===== src/rtl/seq_pkg.sv =====
// ---------------------------------------------------------------------------
// seq_pkg
// Shared definitions for the run sequencer:
//   seq_state_t : sequencer phase encoding
//   SEQ_MAX_CH  : largest supported number of enable channels
//   seq_cnt_w() : width of the phase down-counter. It must hold the largest
//                 programmed phase length.
// ---------------------------------------------------------------------------
package seq_pkg;

  typedef enum logic [2:0] {
    S_IDLE    = 3'd0,
    S_RESET   = 3'd1,
    S_WAIT    = 3'd2,
    S_STAGGER = 3'd3,
    S_RUN     = 3'd4,
    S_DONE    = 3'd5
  } seq_state_t;

  localparam int SEQ_MAX_CH = 8;

  // Returns $clog2(max(a, b, c, d) + 1). The result is never less than 1.
  function automatic int seq_cnt_w(input int a, input int b, input int c, input int d);
    int m;
    m = a;
    if (b > m) m = b;
    if (c > m) m = c;
    if (d > m) m = d;
    return (m < 1) ? 1 : $clog2(m + 1);
  endfunction

endpackage


===== src/rtl/seq_down_counter.sv =====
// ---------------------------------------------------------------------------
// seq_down_counter
// Loadable down-counter that stops at zero. One instance times every
// sequencer phase.
// Ports:
//   clk          : clock
//   rst          : asynchronous active-high reset (clears the count)
//   i_load       : load i_load_value this cycle (has priority over counting)
//   i_load_value : value to load
//   o_zero       : count is zero
// ---------------------------------------------------------------------------
module seq_down_counter
  import seq_pkg::*;
#(
  parameter int W = 4
) (
  input  logic         clk,
  input  logic         rst,
  input  logic         i_load,
  input  logic [W-1:0] i_load_value,
  output logic         o_zero
);

  logic [W-1:0] r_cnt;

  // NOTE: sequential state is written with non-blocking assignments only.
  // Mixing in blocking assignments creates simulation races between flops.
  always_ff @(posedge clk or posedge rst) begin
    if (rst) begin
      r_cnt <= '0;
    end else if (i_load) begin
      r_cnt <= i_load_value;
    end else if (r_cnt != '0) begin
      r_cnt <= r_cnt - 1'b1;
    end
  end

  assign o_zero = (r_cnt == '0);

endmodule


===== src/rtl/dut_run_sequencer.sv =====
// ---------------------------------------------------------------------------
// dut_run_sequencer
// Drives a DUT's active-low reset and staggered per-channel enables, and
// bounds the run length. Phases: IDLE -> RESET -> WAIT -> STAGGER -> RUN ->
// DONE. `start` restarts from IDLE or DONE. `abort` returns to IDLE and has
// priority over `start`.
// Ports:
//   clk         : clock; all outputs are registered
//   rst         : asynchronous active-high reset
//   start       : begin a run (acts only in IDLE or DONE)
//   abort       : stop and return to IDLE
//   dut_rst_n   : active-low reset to the DUT
//   ena         : per-channel enables, raised one at a time
//   busy        : high in RESET, WAIT, STAGGER and RUN
//   done        : high while in DONE
//   cycle_count : (only with SEQ_CYCLE_COUNT_EN) number of cycles the DUT
//                 has been out of reset in the current run
// Optional feature macro: SEQ_CYCLE_COUNT_EN
// ---------------------------------------------------------------------------
module dut_run_sequencer
  import seq_pkg::*;
#(
  parameter int NUM_CH     = 2,
  parameter int RST_CYCLES = 3,
  parameter int ENA_DELAY  = 2,
  parameter int ENA_GAP    = 4,
  parameter int RUN_CYCLES = 1000
) (
  input  logic              clk,
  input  logic              rst,
  input  logic              start,
  input  logic              abort,
  output logic              dut_rst_n,
  output logic [NUM_CH-1:0] ena,
  output logic              busy,
  output logic              done
`ifdef SEQ_CYCLE_COUNT_EN
  ,
  output logic [31:0]       cycle_count
`endif
);

  localparam int CNT_W = seq_cnt_w(RST_CYCLES, ENA_DELAY, ENA_GAP, RUN_CYCLES);

  // A phase of N cycles loads N-1. The transition fires on the edge where
  // the counter is already zero.
  localparam logic [CNT_W-1:0] LD_RST = CNT_W'(RST_CYCLES - 1);
  localparam logic [CNT_W-1:0] LD_DLY = CNT_W'(ENA_DELAY - 1);
  localparam logic [CNT_W-1:0] LD_GAP = CNT_W'(ENA_GAP - 1);
  localparam logic [CNT_W-1:0] LD_RUN = CNT_W'((RUN_CYCLES > 0) ? RUN_CYCLES - 1 : 0);

  seq_state_t        r_state;
  logic              r_dut_rst_n;
  logic [NUM_CH-1:0] r_ena;
  logic              r_busy;
  logic              r_done;

  logic              w_zero;
  logic              w_load;
  logic [CNT_W-1:0]  w_load_value;
  logic [NUM_CH-1:0] w_ena_next;

  seq_down_counter #(.W(CNT_W)) u_cnt (
    .clk          (clk),
    .rst          (rst),
    .i_load       (w_load),
    .i_load_value (w_load_value),
    .o_zero       (w_zero)
  );

  // Counter reload decisions. These mirror the transitions in the FSM below.
  // Enables fill from bit 0 upward, so the next pattern is a shift-in of 1.
  // NOTE: every always_comb output gets a default first so no latch is inferred.
  always_comb begin
    w_load       = 1'b0;
    w_load_value = '0;
    w_ena_next   = (r_ena << 1) | NUM_CH'(1);
    if (abort) begin
      w_load = 1'b1;
    end else begin
      case (r_state)
        S_IDLE, S_DONE: begin
          if (start) begin
            w_load       = 1'b1;
            w_load_value = LD_RST;
          end
        end
        S_RESET: begin
          if (w_zero) begin
            w_load       = 1'b1;
            w_load_value = LD_DLY;
          end
        end
        S_WAIT: begin
          if (w_zero) begin
            w_load       = 1'b1;
            w_load_value = (NUM_CH == 1) ? LD_RUN : LD_GAP;
          end
        end
        S_STAGGER: begin
          if (w_zero) begin
            w_load       = 1'b1;
            w_load_value = w_ena_next[NUM_CH-1] ? LD_RUN : LD_GAP;
          end
        end
        default: ;
      endcase
    end
  end

  always_ff @(posedge clk or posedge rst) begin
    if (rst) begin
      r_state     <= S_IDLE;
      r_dut_rst_n <= 1'b0;
      r_ena       <= '0;
      r_busy      <= 1'b0;
      r_done      <= 1'b0;
    end else if (abort) begin
      r_state     <= S_IDLE;
      r_dut_rst_n <= 1'b0;
      r_ena       <= '0;
      r_busy      <= 1'b0;
      r_done      <= 1'b0;
    end else begin
      case (r_state)
        S_IDLE, S_DONE: begin
          if (start) begin
            r_state     <= S_RESET;
            r_dut_rst_n <= 1'b0;
            r_ena       <= '0;
            r_busy      <= 1'b1;
            r_done      <= 1'b0;
          end
        end
        S_RESET: begin
          if (w_zero) begin
            r_state     <= S_WAIT;
            r_dut_rst_n <= 1'b1;
          end
        end
        S_WAIT: begin
          if (w_zero) begin
            r_ena   <= NUM_CH'(1);
            r_state <= (NUM_CH == 1) ? S_RUN : S_STAGGER;
          end
        end
        S_STAGGER: begin
          if (w_zero) begin
            r_ena <= w_ena_next;
            if (w_ena_next[NUM_CH-1]) r_state <= S_RUN;
          end
        end
        S_RUN: begin
          // A zero run length keeps the sequencer in RUN until abort.
          if (RUN_CYCLES != 0 && w_zero) begin
            r_state     <= S_DONE;
            r_dut_rst_n <= 1'b0;
            r_ena       <= '0;
            r_busy      <= 1'b0;
            r_done      <= 1'b1;
          end
        end
        default: begin
          r_state <= S_IDLE;
        end
      endcase
    end
  end

  assign dut_rst_n = r_dut_rst_n;
  assign ena       = r_ena;
  assign busy      = r_busy;
  assign done      = r_done;

`ifdef SEQ_CYCLE_COUNT_EN
  logic [31:0] r_cycle_count;

  // Counts cycles while the DUT is out of reset. The count saturates and is
  // frozen in DONE. A new run starts from zero.
  always_ff @(posedge clk or posedge rst) begin
    if (rst) begin
      r_cycle_count <= '0;
    end else if (abort || ((r_state == S_IDLE || r_state == S_DONE) && start)) begin
      r_cycle_count <= '0;
    end else if (r_dut_rst_n && r_state != S_DONE && r_cycle_count != '1) begin
      r_cycle_count <= r_cycle_count + 1'b1;
    end
  end

  assign cycle_count = r_cycle_count;
`endif

endmodule


===== config.mk =====
export PLATFORM = sky130hd
export DESIGN_NAME = dut_run_sequencer
export DESIGN_NICKNAME = d
export VERILOG_FILES = /design/src/rtl/seq_pkg.sv /design/src/rtl/seq_down_counter.sv /design/src/rtl/dut_run_sequencer.sv
export SDC_FILE = /design/constraint.sdc
export NUM_CORES = 1
export LEC_CHECK = 0
export BUFFER_PORTS_ARGS = -buffer_cell sky130_fd_sc_hd__buf_2
export CELL_PAD_IN_SITES_DETAIL_PLACEMENT = 1
export CELL_PAD_IN_SITES_GLOBAL_PLACEMENT = 1
export CORE_MARGIN = 10
export CORE_UTILIZATION = 40
export CTS_BUF_LIST = sky130_fd_sc_hd__clkbuf_4
export CTS_CLUSTER_DIAMETER = 150
export DETAILED_ROUTE_END_ITERATION = 8
export PLACE_DENSITY = 0.79
export SETUP_SLACK_MARGIN = 0.3
export SYNTH_ARGS = -nofsm -noshare
export SYNTH_HDL_FRONTEND = slang
export SYNTH_HIERARCHICAL = 1
export SYNTH_SLANG_ARGS = --single-unit

===== constraint.sdc =====
create_clock -name clk -period 6.4 [get_ports clk]
set_clock_uncertainty 0.05 [all_clocks]
set_input_delay 0 -clock clk [delete_from_list [all_inputs] [get_ports clk]]
set_output_delay 0 -clock clk [all_outputs]
set_load 0.02 [all_outputs]

## Yosys cells after proc, flatten, opt, wreduce, memory -nomap -nowiden

Index checks and enable logic that the tools add are counted.

| storage, ports and cells | value |
|---|---|
| output and inout bits | 5 |
| flip-flop bits (word level) | 18 |
| input bits | 4 |

| operators by class | value |
|---|---|
| muxes and demuxes | 37 |
| $add $sub $neg | 1 |
| equality and inequality tests | 11 |
| reduce and logical (&&, ||, !) cells | 13 |

Operator list:

| kind | count |
|---|---|
| $mux 10 | 5 |
| $pmux 10 s4 | 1 |
| $mux 3 | 7 |
| $pmux 3 s5 | 1 |
| $mux 2 | 7 |
| $ne 3x2->1 const B | 4 |
| $mux 1 | 11 |
| $logic_not 10->1 | 1 |
| $reduce_bool 10->1 | 1 |
| $sub 10x1->10 const B | 1 |
| $pmux 2 s4 | 1 |
| $eq 3x2->1 const B | 2 |
| $eq 3x3->1 const B | 2 |
| $ne 3x3->1 const B | 2 |
| $pmux 1 s2 | 3 |
| $reduce_and 6->1 | 1 |
| $reduce_and 5->1 | 1 |
| $reduce_bool 5->1 | 1 |
| $reduce_and 4->1 | 1 |
| $reduce_bool 4->1 | 1 |
| $eq 3x1->1 const B | 1 |
| $logic_not 3->1 | 1 |
| $pmux 1 s3 | 1 |
| $reduce_and 3->1 | 1 |
| 4 further kinds | 4 |

## Longest topological paths before layout

| logic depth | value |
|---|---|
| depth after elaboration | 5 |
| gate-level depth with buffers | 13 |
| gate-level depth less buffers | 10 |

## By module

Netlist, hierarchy kept.

Modules (own cells, without submodules):

| module | area each (um^2) | cells each | seq. area each (um^2) | times used |
|---|---|---|---|---|
| seq_down_counter | 693.2 | 76 | 250.2 | 1 |
| dut_run_sequencer | 541.8 | 63 | 200.2 | 1 |

## Worst setup path after synthesis

Ideal clock, no wire load.

| path | value |
|---|---|
| path type | register -> register |
| start | register u_cnt.r_cnt[0] |
| end | register u_cnt.r_cnt[7] |
| data required time | 6.256 ns |
| path slack | 3.420 ns |
| arrival | 2.837 ns |
| buffers on the path | 3 |
| cell stages (with the launch flop) | 14 |
| period minus slack after synthesis | 2.980 ns |
| path through | dfrtp_1 > inv_1 > ha_1 > or4b_1 > clkbuf_1 > nor3_2 > nor2b_1 > a31oi_1 > o211ai_1 > clkbuf_1 > clkbuf_1 > nor2_1 > o41a_1 > a211oi_1 |

| between the ends | value |
|---|---|
| cells in the longest elaborated chain, start to end | 5 |
| elaborated cells between the ends (all ways) | 12 |
| those cells by class | add/sub (1); mux (8); reduce/logical (3) |

RTL lines:

| what | RTL line | text |
|---|---|---|
| start: declaration | seq_down_counter.sv:24 | `logic [W-1:0] r_cnt;` |
| start signal: assignment | seq_down_counter.sv:32 | `r_cnt <= i_load_value;` |
| start signal: assignment | seq_down_counter.sv:34 | `r_cnt <= r_cnt - 1'b1;` |
| $logic_not 10->1 (*) | seq_down_counter.sv:38 | `assign o_zero = (r_cnt == '0);` |
| via w_zero | dut_run_sequencer.sv:58 | `logic w_zero;` |
| $mux 1 (*) | dut_run_sequencer.sv:89, dut_run_sequencer.sv:95, dut_run_sequencer.sv:101 |  |
| $pmux 1 s2 (*) | dut_run_sequencer.sv:81 | `case (r_state)` |
| $mux 1 (*) | dut_run_sequencer.sv:78 | `if (abort) begin` |
| via w_load | dut_run_sequencer.sv:59 | `logic w_load;` |
| $mux 10 / $reduce_bool 2->1 (equally long branches) | -- |  |

Mark *: on every way through the listed nets, which the timed path passes. The rest lies on a longest branch. The select of a mux whose other input is x is not followed.
A chain may end at the register's enable or synchronous reset.

## Final worst setup path

| path | value |
|---|---|
| start | register u_cnt.r_cnt[0] |
| end | register u_cnt.r_cnt[5] |

Same word-level chain as after synthesis.

==> reports/results.tsv <==
metric	value	unit
status	finished, final reports clean	
clock net sink count	18	
worst hold stages	3	
Seq/Total Area, Yosys	36.5	%
layout cell share with drive strength beyond 1	13.6	%
Worst Hold Class	primary input to flop	
most common cell in the netlist	dfrtp_1	
VDD IR max	0.117	mV
final critical-path share of the clock period	60.8	%
initial core utilization	41.1	%
gr usage total	12.3	%
predominant post-synthesis flop cell	dfrtp_1	
antenna-violating nets left	0	
nets	146	
CP max FO	17	
CP startpoint kind	flop	
Worst R2R Path Depth	10	
hpwl dp	2330	µm
Post-Syn Area	0.00123	mm²
Slew HR	27.3	%
RSZ-0062 raised after global routing	no	
vias in the first global route	1146	
top cells by area, synth	dfrtp_1, inv_1, nor2_1, buf_6, a31oi_1	
CTS tree	done	
worst-margin pin slew	1.09	ns
Ys Warns	6	
Async SR Flop Fraction	100	%
clk buf depth	2	
Mean Syn Cell Area	8.88	µm²
number of synthesized flops with an enable pin	0	
r2r setup slk	2.51	ns
first-pass GRT wire length	5460	µm
Overflow after GRT	0	
Skew-Pair Late Insertion Delay	0.30	ns
largest net degree at the start of global routing	18	
Reg2Reg Capture Point	u_cnt/r_cnt[5]	
Final Critical Period	3.89	ns
Port Buffers	8	
I/O Pins	9	
DRC Markers	0	
Netlist cell types	52	
Antenna diodes	0	
fmax	257	MHz
final design utilization	42.7	%
CP Class	flop to flop	
Critical path origin	u_cnt/r_cnt[0]	
final WL	3100	µm
Fin. Hold Viols	0	
post-synthesis register bit count	18	
Final Power	272	µW
Placer Congestion	0.801	
crit end category	flop	
CP arrival	4.02	ns
Data required, critical path	6.53	ns
Hold Slack	0.0791	ns
width of the die	75.6	µm
Gate Count Post-Synth	139	
TritonRoute pass-1 iters	4	
crit path to	u_cnt/r_cnt[5]	
initial drt markers	48	
Lkg Pwr	0.529	nW
Synth top area share	36.5	%
Max Slew Vio Count	0	
total of max-cap violations	0	
Clock transition at path regs	0.11	ns
Rows	20	
Die ar.	0.00571	mm²
RR Startpoint	u_cnt/r_cnt[0]	
core region area	0.00300	mm²
setup tns final	0	ns
pwr dens	212	mW/mm²
initial antenna violation count	0	
Num CTS Buffers	3	
post-synth top area cell	dfrtp_1	
Via density	6.20	
Die H	75.6	µm
final cell count without fillers	173	
top post-synthesis cells by count	dfrtp_1, inv_1, nor2_1	
DR WL/cell	17.9	µm
final setup violation count	0	
via count	1072	
H-tree Lvls	1	
Inst Count DP	167	
area grow syn2layout	3.75	%
clk root buf	clkbuf_4	
how the worst min path moves through the flow:
stage / endpoint / startpoint / slack, ns
floorplan: busy / rst / -0.23
global placement: done / rst / -0.05
detailed placement: busy / rst / -0.04
CTS: busy / start / 0.06
global route: busy / start / 0.11
finish: busy / start / 0.08
area by class of cell:
class	count	area, µm²
fillers	364	1720
flip-flops and latches	18	450
inverters	12	45.0
well taps	33	41.3
repair buffers	10	60.1
clock inverters	1	3.75
multi-input cells	96	658
clock buffers	3	22.5
routing by layer:
metal,track usage [%],wire length (µm)
met5,0,0
met4,4.33,34
met3,2.47,178
met2,20.5,1530
met1,15.2,1360
worst max-delay path, cell delays in order (launching register included):
cell and delay [ns]:
dfrtp_1 0.42, inv_1 0.09, ha_1 0.26, or4b_1 0.61, nor3_2 0.49, nor2b_1 0.25, a31oi_1 0.06, o211ai_1 0.88
inv_1 0.37, nor2_1 0.24, nor4_1 0.06
through the flow:
stage | setup slack, ns | cell area (µm²)
after global routing | 2.18 | 1280
after global placement | 2.77 | 1230
after CTS | 2.52 | 1280
final | 2.51 | 1280
after floorplan | 3.42 | 1240
after detailed placement | 2.54 | 1230
repair_timing:
item / CTS / global route
hold buffers: 2 / 0
hold endpoints to repair: 21 / 0
resized for setup: 0 / 0
buffers inserted: 0 / 0
setup endpoints to repair: 0 / 0
power by group:
part	switching (mW)	total (mW)	leakage, nW	internal [mW]
logic	0.0426	0.0728	0.278	0.0302
registers	0.0177	0.141	0.236	0.123
clock network	0.0355	0.0582	0.0154	0.0227
total	0.0957	0.272	0.529	0.176
kinds of logic (layout without fill, tap and decap cells):
group                    Yosys count  count (layout)  synth area share, %
flip-flops                        18              18                 36.5
adder cells (fa/ha/maj)            1               1                 1.01
AO/OA/AOI/OAI                     44              44                 27.3
buffers and inverters             26              26                 10.5
AND/OR/NAND/NOR                   45              45                 21.5
multiplexers                       1               1                0.811
other                              1               2                0.304
XOR/XNOR                           3               3                 2.13
state kept, by name, indices dropped and copies added (netlist names):
| signal | flops |
|---|---|
| busy | 1 |
| done | 1 |
| dut_rst_n | 1 |
| ena | 2 |
| r_state | 3 |
| u_cnt/r_cnt | 10 |
cells in the final DEF, fill, tap and decap left out, drive strengths merged, types with 3 or more instances in the layout:
master,count
dfrtp,18
inv,12
nor2,10
nand2,8
buf,8
o21ai,5
a31oi,5
nor4,5
a21oi,5
nor3,5
o21a,4
o31ai,4
nor2b,3
o211ai,3
clkbuf,3
o41ai,3
Note: power is estimated with default switching activity, not from simulation.
